## src/rtl/column_stream_pkg.sv

```systemverilog
`default_nettype none
// ============================================================================
// column_stream_pkg : shared record type, FSM states and register map
// Rev 1.0
// ============================================================================
package column_stream_pkg;

    localparam int NUM_COLS_DEFAULT = 640;

    localparam logic [3:0] ADDR_SYNC = 4'd0;
    localparam logic [3:0] ADDR_COL  = 4'd1;

    typedef struct packed {
        logic        sof;
        logic [9:0]  tex;
        logic [15:0] height;
        logic [15:0] top;
        logic [15:0] sf;
    } col_rec_t;

    typedef enum logic [2:0] {
        IDLE     = 3'd0,
        SYNC     = 3'd1,
        W_TEX    = 3'd2,
        W_HEIGHT = 3'd3,
        W_TOP    = 3'd4,
        W_SF     = 3'd5
    } state_t;

endpackage
`default_nettype wire

```

## src/rtl/column_stream_writer_if.sv

```systemverilog
`default_nettype none
// ============================================================================
// column_stream_writer_if : record stream in, Avalon write bus and status out
// Rev 1.0
// ============================================================================
interface column_stream_writer_if;

    logic        in_valid;
    logic        in_ready;
    logic        in_sof;
    logic [9:0]  in_tex;
    logic [15:0] in_height;
    logic [15:0] in_top;
    logic [15:0] in_sf;

    logic        avm_chipselect;
    logic        avm_write;
    logic [3:0]  avm_address;
    logic [15:0] avm_writedata;

    logic        frame_done;
    logic        seq_err;

    // Record producer side.
    modport master (
        output in_valid, in_sof, in_tex, in_height, in_top, in_sf,
        input  in_ready, avm_chipselect, avm_write, avm_address, avm_writedata,
        input  frame_done, seq_err
    );

    // Writer side.
    modport slave (
        input  in_valid, in_sof, in_tex, in_height, in_top, in_sf,
        output in_ready, avm_chipselect, avm_write, avm_address, avm_writedata,
        output frame_done, seq_err
    );

endinterface
`default_nettype wire

```

## src/rtl/column_fifo.sv

```systemverilog
`default_nettype none
// ============================================================================
// column_fifo : synchronous record FIFO exposing the head and the entry behind it
// Rev 1.0
// ============================================================================
module column_fifo #(
    parameter int  DEPTH = 4,
    parameter type REC_T = logic
) (
    input  wire logic clk,
    input  wire logic reset,
    input  wire logic push,
    input  wire REC_T push_data,
    input  wire logic pop,
    output REC_T      head,
    output REC_T      next,
    output logic      full,
    output logic      empty,
    output logic      has_two
);

    localparam int                  c_ADDR_W   = (DEPTH > 1) ? $clog2(DEPTH) : 1;
    localparam logic [c_ADDR_W-1:0] c_PTR_ONE  = c_ADDR_W'(1);
    localparam logic [c_ADDR_W:0]   c_CNT_ONE  = (c_ADDR_W+1)'(1);
    localparam logic [c_ADDR_W:0]   c_CNT_FULL = (c_ADDR_W+1)'(DEPTH);

    REC_T                r_mem [DEPTH];
    logic [c_ADDR_W-1:0] r_rd;
    logic [c_ADDR_W-1:0] r_wr;
    logic [c_ADDR_W:0]   r_count;
    logic                w_push;
    logic                w_pop;

    // A push is refused whenever full, even if a pop happens in the same cycle.
    assign full    = (r_count == c_CNT_FULL);
    assign empty   = (r_count == '0);
    assign has_two = (r_count > c_CNT_ONE);
    assign w_push  = push && !full;
    assign w_pop   = pop && !empty;

    assign head = r_mem[r_rd];
    assign next = r_mem[r_rd + c_PTR_ONE];

    always_ff @(posedge clk) begin
        if (w_push) begin
            r_mem[r_wr] <= push_data;
        end
    end

    always_ff @(posedge clk or posedge reset) begin
        if (reset) begin
            r_rd    <= '0;
            r_wr    <= '0;
            r_count <= '0;
        end else begin
            if (w_push) begin
                r_wr <= r_wr + c_PTR_ONE;
            end
            if (w_pop) begin
                r_rd <= r_rd + c_PTR_ONE;
            end
            case ({w_push, w_pop})
                2'b10:   r_count <= r_count + c_CNT_ONE;
                2'b01:   r_count <= r_count - c_CNT_ONE;
                default: r_count <= r_count;
            endcase
        end
    end

endmodule
`default_nettype wire

```

## src/rtl/column_stream_writer.sv

```systemverilog
`default_nettype none
// ============================================================================
// column_stream_writer : buffers column records and replays each one as a
// burst of Avalon writes to the column decoder.   Rev 1.0
// ============================================================================
module column_stream_writer
    import column_stream_pkg::*;
#(
    parameter int FIFO_DEPTH = 4,
    parameter int NUM_COLS   = NUM_COLS_DEFAULT
) (
    input  wire logic             clk,
    input  wire logic             reset,
    column_stream_writer_if.slave bus
);

    localparam logic [9:0] c_LAST_COL = 10'(NUM_COLS - 1);

    col_rec_t    w_in_rec;
    col_rec_t    w_head;
    col_rec_t    w_next;
    logic        w_full;
    logic        w_empty;
    logic        w_has_two;
    logic        w_pop;
    logic [9:0]  w_cnt_next;
    logic        w_cont;
    logic        w_unused;

    state_t      r_state;
    logic [9:0]  r_col_cnt;
    logic        r_cs;
    logic        r_wr;
    logic [3:0]  r_addr;
    logic [15:0] r_wdata;
    logic        r_frame_done;
    logic        r_seq_err;

    assign w_in_rec = '{sof:    bus.in_sof,
                        tex:    bus.in_tex,
                        height: bus.in_height,
                        top:    bus.in_top,
                        sf:     bus.in_sf};

    column_fifo #(
        .DEPTH (FIFO_DEPTH),
        .REC_T (col_rec_t)
    ) u_fifo (
        .clk       (clk),
        .reset     (reset),
        .push      (bus.in_valid),
        .push_data (w_in_rec),
        .pop       (w_pop),
        .head      (w_head),
        .next      (w_next),
        .full      (w_full),
        .empty     (w_empty),
        .has_two   (w_has_two)
    );

    // Only the framing and texture fields of the look-ahead entry matter.
    assign w_unused = ^{w_next.height, w_next.top, w_next.sf};

    assign w_cnt_next = (r_col_cnt == c_LAST_COL) ? 10'd0 : r_col_cnt + 10'd1;
    assign w_cont     = w_has_two && (w_cnt_next != 10'd0) && !w_next.sof;

    // Pop at the end of the last write of a column, or to drop an orphan record.
    assign w_pop = (r_state == W_SF) ||
                   ((r_state == IDLE) && !w_empty && (r_col_cnt == 10'd0) && !w_head.sof);

    always_ff @(posedge clk or posedge reset) begin
        if (reset) begin
            r_state      <= IDLE;
            r_col_cnt    <= '0;
            r_cs         <= 1'b0;
            r_wr         <= 1'b0;
            r_addr       <= '0;
            r_wdata      <= '0;
            r_frame_done <= 1'b0;
            r_seq_err    <= 1'b0;
        end else begin
            r_cs         <= 1'b0;
            r_wr         <= 1'b0;
            r_addr       <= '0;
            r_wdata      <= '0;
            r_frame_done <= 1'b0;
            case (r_state)
                IDLE: begin
                    if (!w_empty) begin
                        if (w_head.sof) begin
                            if (r_col_cnt != 10'd0) begin
                                r_seq_err <= 1'b1;
                                r_col_cnt <= '0;
                            end
                            r_state <= SYNC;
                            r_cs    <= 1'b1;
                            r_wr    <= 1'b1;
                            r_addr  <= ADDR_SYNC;
                            r_wdata <= 16'd0;
                        end else if (r_col_cnt != 10'd0) begin
                            r_state <= W_TEX;
                            r_cs    <= 1'b1;
                            r_wr    <= 1'b1;
                            r_addr  <= ADDR_COL;
                            r_wdata <= {6'b0, w_head.tex};
                        end else begin
                            r_seq_err <= 1'b1;
                        end
                    end
                end
                SYNC: begin
                    r_state <= W_TEX;
                    r_cs    <= 1'b1;
                    r_wr    <= 1'b1;
                    r_addr  <= ADDR_COL;
                    r_wdata <= {6'b0, w_head.tex};
                end
                W_TEX: begin
                    r_state <= W_HEIGHT;
                    r_cs    <= 1'b1;
                    r_wr    <= 1'b1;
                    r_addr  <= ADDR_COL;
                    r_wdata <= w_head.height;
                end
                W_HEIGHT: begin
                    r_state <= W_TOP;
                    r_cs    <= 1'b1;
                    r_wr    <= 1'b1;
                    r_addr  <= ADDR_COL;
                    r_wdata <= w_head.top;
                end
                W_TOP: begin
                    r_state <= W_SF;
                    r_cs    <= 1'b1;
                    r_wr    <= 1'b1;
                    r_addr  <= ADDR_COL;
                    r_wdata <= w_head.sf;
                end
                W_SF: begin
                    r_col_cnt    <= w_cnt_next;
                    r_frame_done <= (r_col_cnt == c_LAST_COL);
                    // Chain straight into the next column when it is already queued.
                    if (w_cont) begin
                        r_state <= W_TEX;
                        r_cs    <= 1'b1;
                        r_wr    <= 1'b1;
                        r_addr  <= ADDR_COL;
                        r_wdata <= {6'b0, w_next.tex};
                    end else begin
                        r_state <= IDLE;
                    end
                end
                default: r_state <= IDLE;
            endcase
        end
    end

    assign bus.in_ready       = !w_full;
    assign bus.avm_chipselect = r_cs;
    assign bus.avm_write      = r_wr;
    assign bus.avm_address    = r_addr;
    assign bus.avm_writedata  = r_wdata;
    assign bus.frame_done     = r_frame_done;
    assign bus.seq_err        = r_seq_err;

endmodule
`default_nettype wire

```

## src/flat_wrapper.sv

```systemverilog
// flat-port wrapper written by rule: the top's interface ports become plain ports
module column_stream_writer_flat import column_stream_pkg::*;
#(
    parameter int FIFO_DEPTH = 4,
    parameter int NUM_COLS   = NUM_COLS_DEFAULT
)
  (clk, reset, bus_in_valid, bus_in_sof, bus_in_tex, bus_in_height, bus_in_top, bus_in_sf, bus_in_ready, bus_avm_chipselect, bus_avm_write, bus_avm_address, bus_avm_writedata, bus_frame_done, bus_seq_err);
  column_stream_writer_if bus_i ();
  input  wire logic clk;
  input  wire logic reset;
  input wire logic [$bits(bus_i.in_valid)-1:0] bus_in_valid;
  input wire logic [$bits(bus_i.in_sof)-1:0] bus_in_sof;
  input wire logic [$bits(bus_i.in_tex)-1:0] bus_in_tex;
  input wire logic [$bits(bus_i.in_height)-1:0] bus_in_height;
  input wire logic [$bits(bus_i.in_top)-1:0] bus_in_top;
  input wire logic [$bits(bus_i.in_sf)-1:0] bus_in_sf;
  output wire logic [$bits(bus_i.in_ready)-1:0] bus_in_ready;
  output wire logic [$bits(bus_i.avm_chipselect)-1:0] bus_avm_chipselect;
  output wire logic [$bits(bus_i.avm_write)-1:0] bus_avm_write;
  output wire logic [$bits(bus_i.avm_address)-1:0] bus_avm_address;
  output wire logic [$bits(bus_i.avm_writedata)-1:0] bus_avm_writedata;
  output wire logic [$bits(bus_i.frame_done)-1:0] bus_frame_done;
  output wire logic [$bits(bus_i.seq_err)-1:0] bus_seq_err;
  assign bus_i.in_valid = bus_in_valid;
  assign bus_i.in_sof = bus_in_sof;
  assign bus_i.in_tex = bus_in_tex;
  assign bus_i.in_height = bus_in_height;
  assign bus_i.in_top = bus_in_top;
  assign bus_i.in_sf = bus_in_sf;
  assign bus_in_ready = bus_i.in_ready;
  assign bus_avm_chipselect = bus_i.avm_chipselect;
  assign bus_avm_write = bus_i.avm_write;
  assign bus_avm_address = bus_i.avm_address;
  assign bus_avm_writedata = bus_i.avm_writedata;
  assign bus_frame_done = bus_i.frame_done;
  assign bus_seq_err = bus_i.seq_err;
  column_stream_writer #(.FIFO_DEPTH(FIFO_DEPTH), .NUM_COLS(NUM_COLS)) u_core (.clk(clk), .reset(reset), .bus(bus_i));
endmodule
```

## config.mk

```make
export PLATFORM = sky130hd
export DESIGN_NAME = column_stream_writer_flat
export DESIGN_NICKNAME = d
export VERILOG_FILES = /design/src/rtl/column_stream_pkg.sv /design/src/rtl/column_stream_writer_if.sv /design/src/rtl/column_fifo.sv /design/src/rtl/column_stream_writer.sv /design/src/flat_wrapper.sv
export SDC_FILE = /design/constraint.sdc
export NUM_CORES = 1
export LEC_CHECK = 0
export CAP_MARGIN = 20
export CORE_MARGIN = 3
export CORE_UTILIZATION = 40
export CTS_CLUSTER_SIZE = 24
export DETAILED_ROUTE_END_ITERATION = 10
export PLACE_DENSITY = 0.59
export SLEW_MARGIN = 20
export SYNTH_ARGS = -nofsm -noshare
export SYNTH_HDL_FRONTEND = slang
export SYNTH_HIERARCHICAL = 1
export SYNTH_SLANG_ARGS = --single-unit
```

## constraint.sdc

```tcl
create_clock -name clk -period 3.3 [get_ports clk]
set_input_delay 0.495 -clock clk [delete_from_list [all_inputs] [get_ports clk]]
set_output_delay 0.495 -clock clk [all_outputs]
set_load 0.01 [all_outputs]
```

==> impl_metrics.csv, run 1 <==
group,metric,value,unit
clock_tree,ctsHoldBuffers,0,
critical_path,cp_data_arrival_time,3.10,ns
grt,grt_max_degree,45,
placed_design,postPlaceCellArea,12800,um2
placed_design,place_congestion,0.804,
timing,finalCriticalPeriod,2.68,ns
pwr,switching_share,30.6,%
pwr,ir_drop,0.000502,V
layout,mostFrequentLayoutCells,"236 x edfxtp_1, 83 x clkdlybuf4s50_1, 70 x mux4_2",
pwr,p_sw,3.72,mW
critical_path,cp-end-kind,"flop",
grt,grt_overflow_total,0,
timing,final-hold-violation-count,0,
detailed_routing,via_per_inst,5.47,
grt,grt_pass1_vias,6368,
timing,worstMarginPinSlew,0.896,ns
clock_tree,cts_buffers,29,
detailed_routing,drt_pass1_iterations,5,
timing,hold_slack,0.261,ns
die,io_pins,87,
timing,slew_headroom,40.1,%
layout,num-nets-final,789,
timing,slew_viol_final,0,
min_path,hold_path_class,"in2async",
grt,gr-usage-all-layers,15.8,%
die,coreArea,28100,um2
clock_tree,cts-resized-gates,0,
clock_tree,numClockSinks,276,
synth,synthCells,627,
die,start_util,41.1,%
detailed_routing,drc,0,
pwr,p_int,8.44,mW
timing,timing.fmax,373,MHz
pwr,p_leak,4.62,nW
grt,antenna_found_initial,0,
clock_tree,cts_setup_buffers,0,
pwr,pwr-share-seq,40.7,%
die,die_y,176,um
status,status,"complete, no violations",
layout,drive_gt1_share,21.2,%
detailed_routing,drt_iter0_markers,587,
detailed_routing,vias,6115,
critical_path,crit_fanout,12,
die,dieArea,30900,um2
die,die_w,176,um
clock_tree,cts_buffer_depth,3,
synth,syn_area_per_cell,18.4,um2
detailed_routing,ant_nets,0,
clock_tree,clk_pin_slew_worst_paths,0.06,ns
detailed_routing,totalWireLength,24300,um
layout,n_antenna_cell,0,
critical_path,start_kind,"flop",
clock_tree,cts_tree,"built",
critical_path,required,3.72,ns
placed_design,io_buffer_count,83,
clock_tree,insertion_delay,0.54,ns
pwr,power_density,885,nW/um2
pwr,clkPwrFrac,27.3,%
layout,fin_area,13700,um2
detailed_routing,wire_per_inst,21.8,um
layout,area_growth,19.0,%
clock_tree,clockRootBuffer,"clkbuf_16",
timing,setup_viol,0,
synth,yosysWarnings,6,
timing,finalSetupTns,0,ns
critical_path,crit_type,"reg2reg",
synth,syn-cell-area,11500,um2
timing,fin_crit_sh,81.1,%
die,num_rows,61,
placed_design,place_hpwl,15600,um
clock_tree,htreeDepth,1,
job,maxCapViolCount,0,
timing,finClkSkew,0.0130,ns
layout,layout_commonest_cell,"edfxtp_1",
pwr,combPwrFrac,32.1,%
grt,grt_pass1_wl,37900,um
timing,rsz0062_at_grt,"false",
==> power groups by stage <==
stage          clock network [mW]  registers, mW  logic, mW
6_report                     3.32           4.95       3.90
3_3_place_gp                    0           4.97       3.92
2_1_floorplan                   0           4.91       2.81
5_1_grt                      3.57           5.01       4.24
3_5_place_dp                    0           5.02       3.96
4_1_cts                      3.41           4.95       3.98
==> critical path, stage by stage (launching register included) <==
cell	delay [ns]
dfrtp_1	0.50
nor4_1	0.45
nand3_1	0.30
o41ai_1	0.39
and2_1	0.25
ha_1	0.22
mux2i_1	0.24
nor2_1	0.07
xor2_1	0.14
==> flip-flops by register name, indices dropped and copies added (netlist names) <==
| name | flops |
|---|---|
| u_core/u_fifo/r_count | 3 |
| u_core/bus.avm_writedata | 16 |
| u_core/u_fifo/r_wr | 2 |
| u_core/u_fifo/r_rd | 2 |
| u_core/r_col_cnt | 10 |
| u_core/bus.frame_done | 1 |
| u_core/r_state | 3 |
| u_core/bus.avm_write | 1 |
| u_core/bus.seq_err | 1 |
| u_core/u_fifo/r_mem | 236 |
| u_core/bus.avm_address | 1 |
==> final timing paths <==
| kind | startpoint | to | slack [ns] | depth (start not counted) |
|---|---|---|---|---|
| max | u_core/r_col_cnt[8] | u_core/u_fifo/r_count[2] | 0.62 | 8 |
| min reg2reg | u_core/bus.seq_err | u_core/bus.seq_err | 0.49 | 1 |
| max in group asynchronous | reset | u_core/bus.avm_writedata[13] | 2.54 | 3 |
| min in group clk | u_core/bus.seq_err | u_core/bus.seq_err | 0.49 | 1 |
| max reg2reg | u_core/r_col_cnt[8] | u_core/u_fifo/r_count[2] | 0.62 | 8 |
| min | reset | u_core/u_fifo/r_count[2] | 0.26 | 2 |
==> metal layers <==
metal	wire length [um]	up-vias	GRT usage (%)	share of wire, %
met2	12400	220	27.2	51
li1	-	2690	-	-
met4	493	0	3.43	2.0
met5	0	-	0	0
met1	9960	3165	21.4	41
met3	1510	40	2.64	6.2
==> metrics by stage <==
| step | power [mW] | util [%] | worst slack [ns] | instances |
|---|---|---|---|---|
| 6_report | 12.2 | 48.9 | 0.622 | 1117 |
| 5_1_grt | 12.8 | 48.9 | 0.502 | 1117 |
| 4_1_cts | 12.3 | 48.9 | 0.680 | 1117 |
| 3_5_place_dp | 8.98 | 45.4 | 0.683 | 1063 |
| 3_3_place_gp | 8.89 | 45.4 | 0.754 | 1063 |
| 2_1_floorplan | 7.72 | - | 0.379 | 629 |
==> cell type report <==
class / count / area (um2)
inverters: 23 / 86.3
flip-flops and latches: 276 / 8100
fillers: 2367 / 14300
repair buffers: 101 / 1040
clock buffers: 35 / 748
clock inverters: 19 / 235
well taps: 378 / 473
multi-input cells: 285 / 3060
No activity file was read; power rests on OpenSTA's default activity.
==> inputs of run 2 (changes only) <==
--- a/config.mk
+++ b/config.mk
@@ -10,7 +10,7 @@
 export CORE_UTILIZATION = 40
 export CTS_CLUSTER_SIZE = 24
 export DETAILED_ROUTE_END_ITERATION = 10
-export PLACE_DENSITY = 0.59
+export PLACE_DENSITY = 0.61
 export SLEW_MARGIN = 20
 export SYNTH_ARGS = -nofsm -noshare
 export SYNTH_HDL_FRONTEND = slang
==> constraint.sdc (replaced) <==
create_clock -name clk -period 2.27 [get_ports clk]
set_input_delay 0.3405 -clock clk [delete_from_list [all_inputs] [get_ports clk]]
set_output_delay 0.3405 -clock clk [all_outputs]
set_load 0.01 [all_outputs]
==> run 2 against run 1 <==
Effect of this change:
- non-clock buffer count rose by 36
- sequential share of layout area fell by 1.4 points
- die area did not move
- utilization rose by 1.1 points
- worst setup slack got worse by 0.54 ns
- via count rose by 1.5%
- clock-buffer cell count rose by 3
- worst hold slack got worse by 0.15 ns
- clock power rose by 30%
- combinational power rose by 62%
- critical path depth fell by 1
- routed wire length rose by 2.0%
- critical endpoint unchanged
- highest routed layer unchanged
==> impl_metrics.csv, run 2 (synthesis results as in run 1) <==
group,metric,value,unit
timing,hold_slack,0.108,ns
clock_tree,htreeDepth,1,
critical_path,required,2.69,ns
clock_tree,insertion_delay,0.54,ns
layout,layout_commonest_cell,"edfxtp_1",
detailed_routing,totalWireLength,24800,um
timing,slew_headroom,44.4,%
timing,setup_viol,0,
layout,mostFrequentLayoutCells,"236 x edfxtp_1, 82 x clkdlybuf4s50_1, 70 x mux4_2",
critical_path,worstReg2RegEnd,"u_core/u_fifo/r_count[2]",
die,io_pins,87,
layout,stdcell_count,1152,
pwr,p_leak,4.78,nW
grt,grt_pass1_wl,37900,um
timing,fin_crit_sh,96.5,%
critical_path,crit_path_cell_trace,"mux4_2 > o41ai_4 > and2_4 > ha_4 > mux2i_1 > nor2_2 > xor2_1",
clock_tree,clockRootBuffer,"clkbuf_16",
detailed_routing,vias,6205,
critical_path,start_kind,"flop",
critical_path,critical-path-top-delay-family,"multiplexers",
critical_path,cp_data_arrival_time,2.61,ns
status,status,"complete, no violations",
timing,worstMarginPinSlew,0.832,ns
die,start_util,41.1,%
timing,slew_viol_final,0,
grt,antenna_found_initial,0,
pwr,clkPwrFrac,24.3,%
critical_path,cp-end-kind,"flop",
critical_path,crit_slowest_cell,"mux4_2",
die,die_y,176,um
clock_tree,cts_buffers,29,
critical_path,rr_startpoint,"u_core/u_fifo/r_rd[1]",
die,die_w,176,um
pwr,p_sw,5.50,mW
pwr,power_density,1260,nW/um2
pwr,p_int,12.2,mW
clock_tree,cts_tree,"built",
detailed_routing,ant_nets,0,
critical_path,cp.depth,7,
critical_path,crit_fanout,4,
die,coreArea,28100,um2
timing,finClkSkew,0.0152,ns
critical_path,rrSetupSlack,0.08,ns
critical_path,crit_type,"reg2reg",
layout,area_growth,21.8,%
placed_design,io_buffer_count,83,
timing,timing.fmax,456,MHz
min_path,hold_path_class,"in2async",
clock_tree,numClockSinks,276,
critical_path,cp-endpoint,"u_core/u_fifo/r_count[2]",
layout,regMostFlops,"u_core/u_fifo/r_mem",
critical_path,critPathBufInv,0,
placed_design,place_hpwl,16100,um
detailed_routing,drt_pass1_iterations,5,
pwr,pwr-share-seq,40.0,%
detailed_routing,via_per_inst,5.39,
layout,largest_reg_flops,236,
grt,grt_max_degree,47,
pwr,combPwrFrac,35.7,%
placed_design,place_congestion,0.812,
die,dieArea,30900,um2
job,maxCapViolCount,0,
clock_tree,clk_pin_slew_worst_paths,0.06,ns
layout,n_antenna_cell,0,
detailed_routing,wire_per_inst,21.5,um
timing,finalCriticalPeriod,2.19,ns
grt,gr-usage-all-layers,15.9,%
detailed_routing,drt_iter0_markers,608,
critical_path,cpPeakStageDelay,0.56,ns
critical_path,r2r_cells,7,
layout,drive_gt1_share,25.2,%
grt,grt_overflow_total,0,
timing,final-hold-violation-count,0,
pwr,switching_share,31.0,%
clock_tree,cts_buffer_depth,3,
grt,grt_pass1_vias,6474,
critical_path,startpoint,"u_core/u_fifo/r_rd[1]",
die,num_rows,61,
pwr,ir_drop,0.000744,V
layout,num-nets-final,825,
detailed_routing,drc,0,
placed_design,dp.cells,1092,
run 2: cell count changes in the layout (fill, tap and decap cells not counted), moves of 2 or more:
cell       change
buf_12         +4
buf_4         +29
bufinv_16      -4
clkbuf_1       +2
clkinv_1       +3
clkinv_2       -2
nor4_1         -2
nor4_2         +2
run 2: area by class of cell:
class | count | area, um2
flip-flops and latches | 276 | 8100
repair buffers | 137 | 1410
well taps | 378 | 473
clock buffers | 38 | 769
multi-input cells | 285 | 3130
fillers | 2331 | 14000
inverters | 23 | 86.3
clock inverters | 15 | 104
run 2: per-stage QoR:
| stage | TNS, ns | instance area (um2) | setup WS (ns) | util, % | power, mW |
|---|---|---|---|---|---|
| 6_report | 0 | 14100 | 0.0791 | 50.1 | 17.7 |
| 2_1_floorplan | -5.79 | 11600 | -0.0245 | - | 11.2 |
| 4_1_cts | 0 | 13900 | 0.00839 | 49.6 | 17.7 |
| 3_5_place_dp | 0 | 13000 | 0.0301 | 46.4 | 13.4 |
| 3_3_place_gp | 0 | 13000 | 0.00179 | 46.4 | 13.2 |
| 5_1_grt | -0.00268 | 14100 | -0.00268 | 50.1 | 18.6 |
run 2: power groups by stage:
stage | Combinational (mW) | Sequential [mW] | Clock (mW)
floorplan | 4.11 | 7.10 | 0
global placement | 6.07 | 7.11 | 0
detailed placement | 6.17 | 7.18 | 0
CTS | 6.22 | 7.07 | 4.43
global route | 6.84 | 7.17 | 4.62
finish | 6.33 | 7.09 | 4.31
run 2: metal layers:
| layer | global-route usage [%] | wire length [um] | share of wire, % | up-vias |
|---|---|---|---|---|
| met3 | 2.57 | 1110 | 4.5 | 44 |
| met4 | 4.45 | 609 | 2.5 | 0 |
| met5 | 0 | 0 | 0 | - |
| met1 | 21.3 | 10500 | 42 | 3223 |
| met2 | 27.2 | 12600 | 51 | 175 |
| li1 | - | - | - | 2763 |
run 2: how the worst min path moves through the flow:
stage / to / slack (ns) / cells after the start
2_1_floorplan: u_core/u_fifo/r_count[0] / 0.14 / 1
3_3_place_gp: u_core/bus.seq_err / 0.47 / 1
3_5_place_dp: u_core/bus.seq_err / 0.45 / 1
4_1_cts: u_core/u_fifo/r_wr[0] / 0.12 / 2
5_1_grt: u_core/u_fifo/r_count[0] / 0.16 / 2
6_report: u_core/u_fifo/r_count[0] / 0.11 / 2
run 2: repair_timing:
item,in CTS,in global routing
setup buffers,1,5
gates resized for setup,1,14
hold buffers,0,0
gates cloned,0,1
endpoints found under the setup margin,1,10
pin swaps,0,5
==> inputs of run 3 (changes only) <==
--- a/config.mk
+++ b/config.mk
@@ -11,6 +11,7 @@
 export CTS_CLUSTER_SIZE = 24
 export DETAILED_ROUTE_END_ITERATION = 10
 export PLACE_DENSITY = 0.61
+export REMOVE_ABC_BUFFERS = 1
 export SLEW_MARGIN = 20
 export SYNTH_ARGS = -nofsm -noshare
 export SYNTH_HDL_FRONTEND = slang
==> run 3 against run 2 <==
Effect of this change:
- worst setup slack better by 0.011 ns
- sequential power decreased by 0.6%
- sequential share of layout area is 0.12 points higher
- clock power increased by 3%
==> impl_metrics.csv, run 3 (synthesis results as in run 1) <==
group,metric,value,unit
pwr,p_sw,5.34,mW
detailed_routing,vias,6189,
layout,largest_reg_flops,236,
timing,slew_headroom,21.4,%
timing,finalSetupTns,0,ns
placed_design,place_congestion,0.798,
detailed_routing,drt_pass1_iterations,5,
critical_path,required,2.68,ns
detailed_routing,via_per_inst,5.38,
clock_tree,htreeDepth,1,
critical_path,cpPeakStageDelay,0.39,ns
timing,hold_slack,0.155,ns
pwr,p_total,17.6,mW
status,status,"complete, no violations",
clock_tree,cts_buffers,28,
critical_path,crit_path_cell_trace,"nor4_2 > buf_4 > nand3_4 > o41ai_4 > and2_4 > ha_4 > mux2i_1 > nor2_1 > xor2_1",
pwr,clkPwrFrac,25.3,%
layout,fin_area,14000,um2
pwr,ir_drop,0.000627,V
critical_path,crit_fanout,2,
grt,grt_overflow_total,0,
layout,mostFrequentLayoutCells,"236 x edfxtp_1, 82 x clkdlybuf4s50_1, 70 x mux4_2",
layout,n_antenna_cell,0,
detailed_routing,drc,0,
grt,gr-usage-all-layers,15.7,%
min_path,hold_path_class,"in2async",
detailed_routing,totalWireLength,24300,um
die,die_w,176,um
job,maxCapViolCount,0,
critical_path,cp-end-kind,"flop",
grt,antenna_found_initial,0,
placed_design,io_buffer_count,83,
detailed_routing,wire_per_inst,21.1,um
clock_tree,cts_tree,"built",
pwr,switching_share,30.4,%
timing,finalCriticalPeriod,2.18,ns
detailed_routing,ant_nets,0,
placed_design,postPlaceCellArea,13000,um2
critical_path,critPathBufInv,1,
timing,final-hold-violation-count,0,
clock_tree,cts_buffer_depth,3,
clock_tree,ctsHoldBuffers,0,
clock_tree,clk_pin_slew_worst_paths,0.07,ns
layout,num-nets-final,824,
die,die_y,176,um
pwr,combPwrFrac,34.6,%
pwr,power_density,1250,nW/um2
critical_path,start_kind,"flop",
timing,slew_viol_final,0,
timing,timing.fmax,459,MHz
timing,finClkSkew,0.0182,ns
layout,drive_gt1_share,25.7,%
layout,layout_commonest_cell,"edfxtp_1",
timing,setup_viol,0,
die,coreArea,28100,um2
clock_tree,clockRootBuffer,"clkbuf_16",
pwr,p_leak,4.78,nW
timing,rsz0062_at_grt,"false",
grt,grt_pass1_vias,6558,
detailed_routing,drt_iter0_markers,576,
pwr,pwr-share-seq,40.1,%
critical_path,critical-path-top-delay-family,"simple AND/OR/NAND/NOR gates",
grt,grt_pass1_wl,37500,um
die,start_util,41.1,%
die,num_rows,61,
timing,fin_crit_sh,96.0,%
layout,regMostFlops,"u_core/u_fifo/r_mem",
grt,grt_max_degree,72,
critical_path,crit_type,"reg2reg",
die,io_pins,87,
layout,area_growth,21.6,%
critical_path,crit_slowest_cell,"dfrtp_1",
clock_tree,insertion_delay,0.54,ns
critical_path,cp_data_arrival_time,2.59,ns
pwr,p_int,12.2,mW
die,dieArea,30900,um2
clock_tree,numClockSinks,276,
placed_design,place_hpwl,15100,um
timing,worstMarginPinSlew,1.18,ns
-- run 3: changes by cell type in the layout (fill, tap and decap cells not counted), moves of 3 or more --
cell / before / now
buf_4: 41 / 46
clkinv_1: 7 / 0
clkbuf_1: 8 / 11
buf_12: 10 / 5
-- run 3: final timing paths --
kind,cells after the start,slack (ns),to,startpoint
max in group asynchronous,3,1.77,u_core/r_col_cnt[7],reset
worst max-delay path,9,0.09,u_core/u_fifo/r_count[2],u_core/r_col_cnt[9]
worst min-delay path,2,0.16,u_core/u_fifo/r_count[1],reset
worst min register to register,1,0.47,u_core/bus.seq_err,u_core/bus.seq_err
min in group clk,1,0.43,u_core/u_fifo/r_mem[1][23],bus_in_top[7]
worst max register to register,9,0.09,u_core/u_fifo/r_count[2],u_core/r_col_cnt[9]
-- run 3: per-stage QoR --
stage / util, % / worst slack [ns] / cells
finish: 50.0 / 0.0905 / 1151
global route: 50.0 / 0.00249 / 1151
CTS: 49.5 / -0.000792 / 1144
detailed placement: 46.2 / -0.0637 / 1092
global placement: 46.2 / -0.00740 / 1092
floorplan: - / -2.28 / 584
-- run 3: metal layers --
| metal | global-route usage, % | wire [um] |
|---|---|---|
| met3 | 2.23 | 1130 |
| met2 | 27.9 | 13000 |
| met5 | 0 | 0 |
| met4 | 3.79 | 364 |
| met1 | 20.4 | 9770 |
-- run 3: final cells by class --
class | instances | area (um2)
fillers | 2334 | 14100
clock buffers | 41 | 769
inverters | 23 | 86.3
clock inverters | 11 | 131
well taps | 378 | 473
flip-flops and latches | 276 | 8100
repair buffers | 137 | 1340
multi-input cells | 285 | 3140
-- run 3: what timing repair did --
item                                    4_1_cts  5_1_grt
endpoints found under the setup margin        4       13
gates cloned                                  0        1
setup buffers                                 0        6
pin swaps                                     2        6
gates resized for setup                       3       13
-- run 3: power by group through the flow --
stage | registers, mW | logic, mW | clock network, mW
detailed placement | 7.15 | 5.91 | 0
global route | 7.14 | 6.58 | 4.77
floorplan | 7.64 | 3.47 | 0
CTS | 7.06 | 5.95 | 4.56
finish | 7.05 | 6.07 | 4.44
global placement | 7.07 | 5.79 | 0
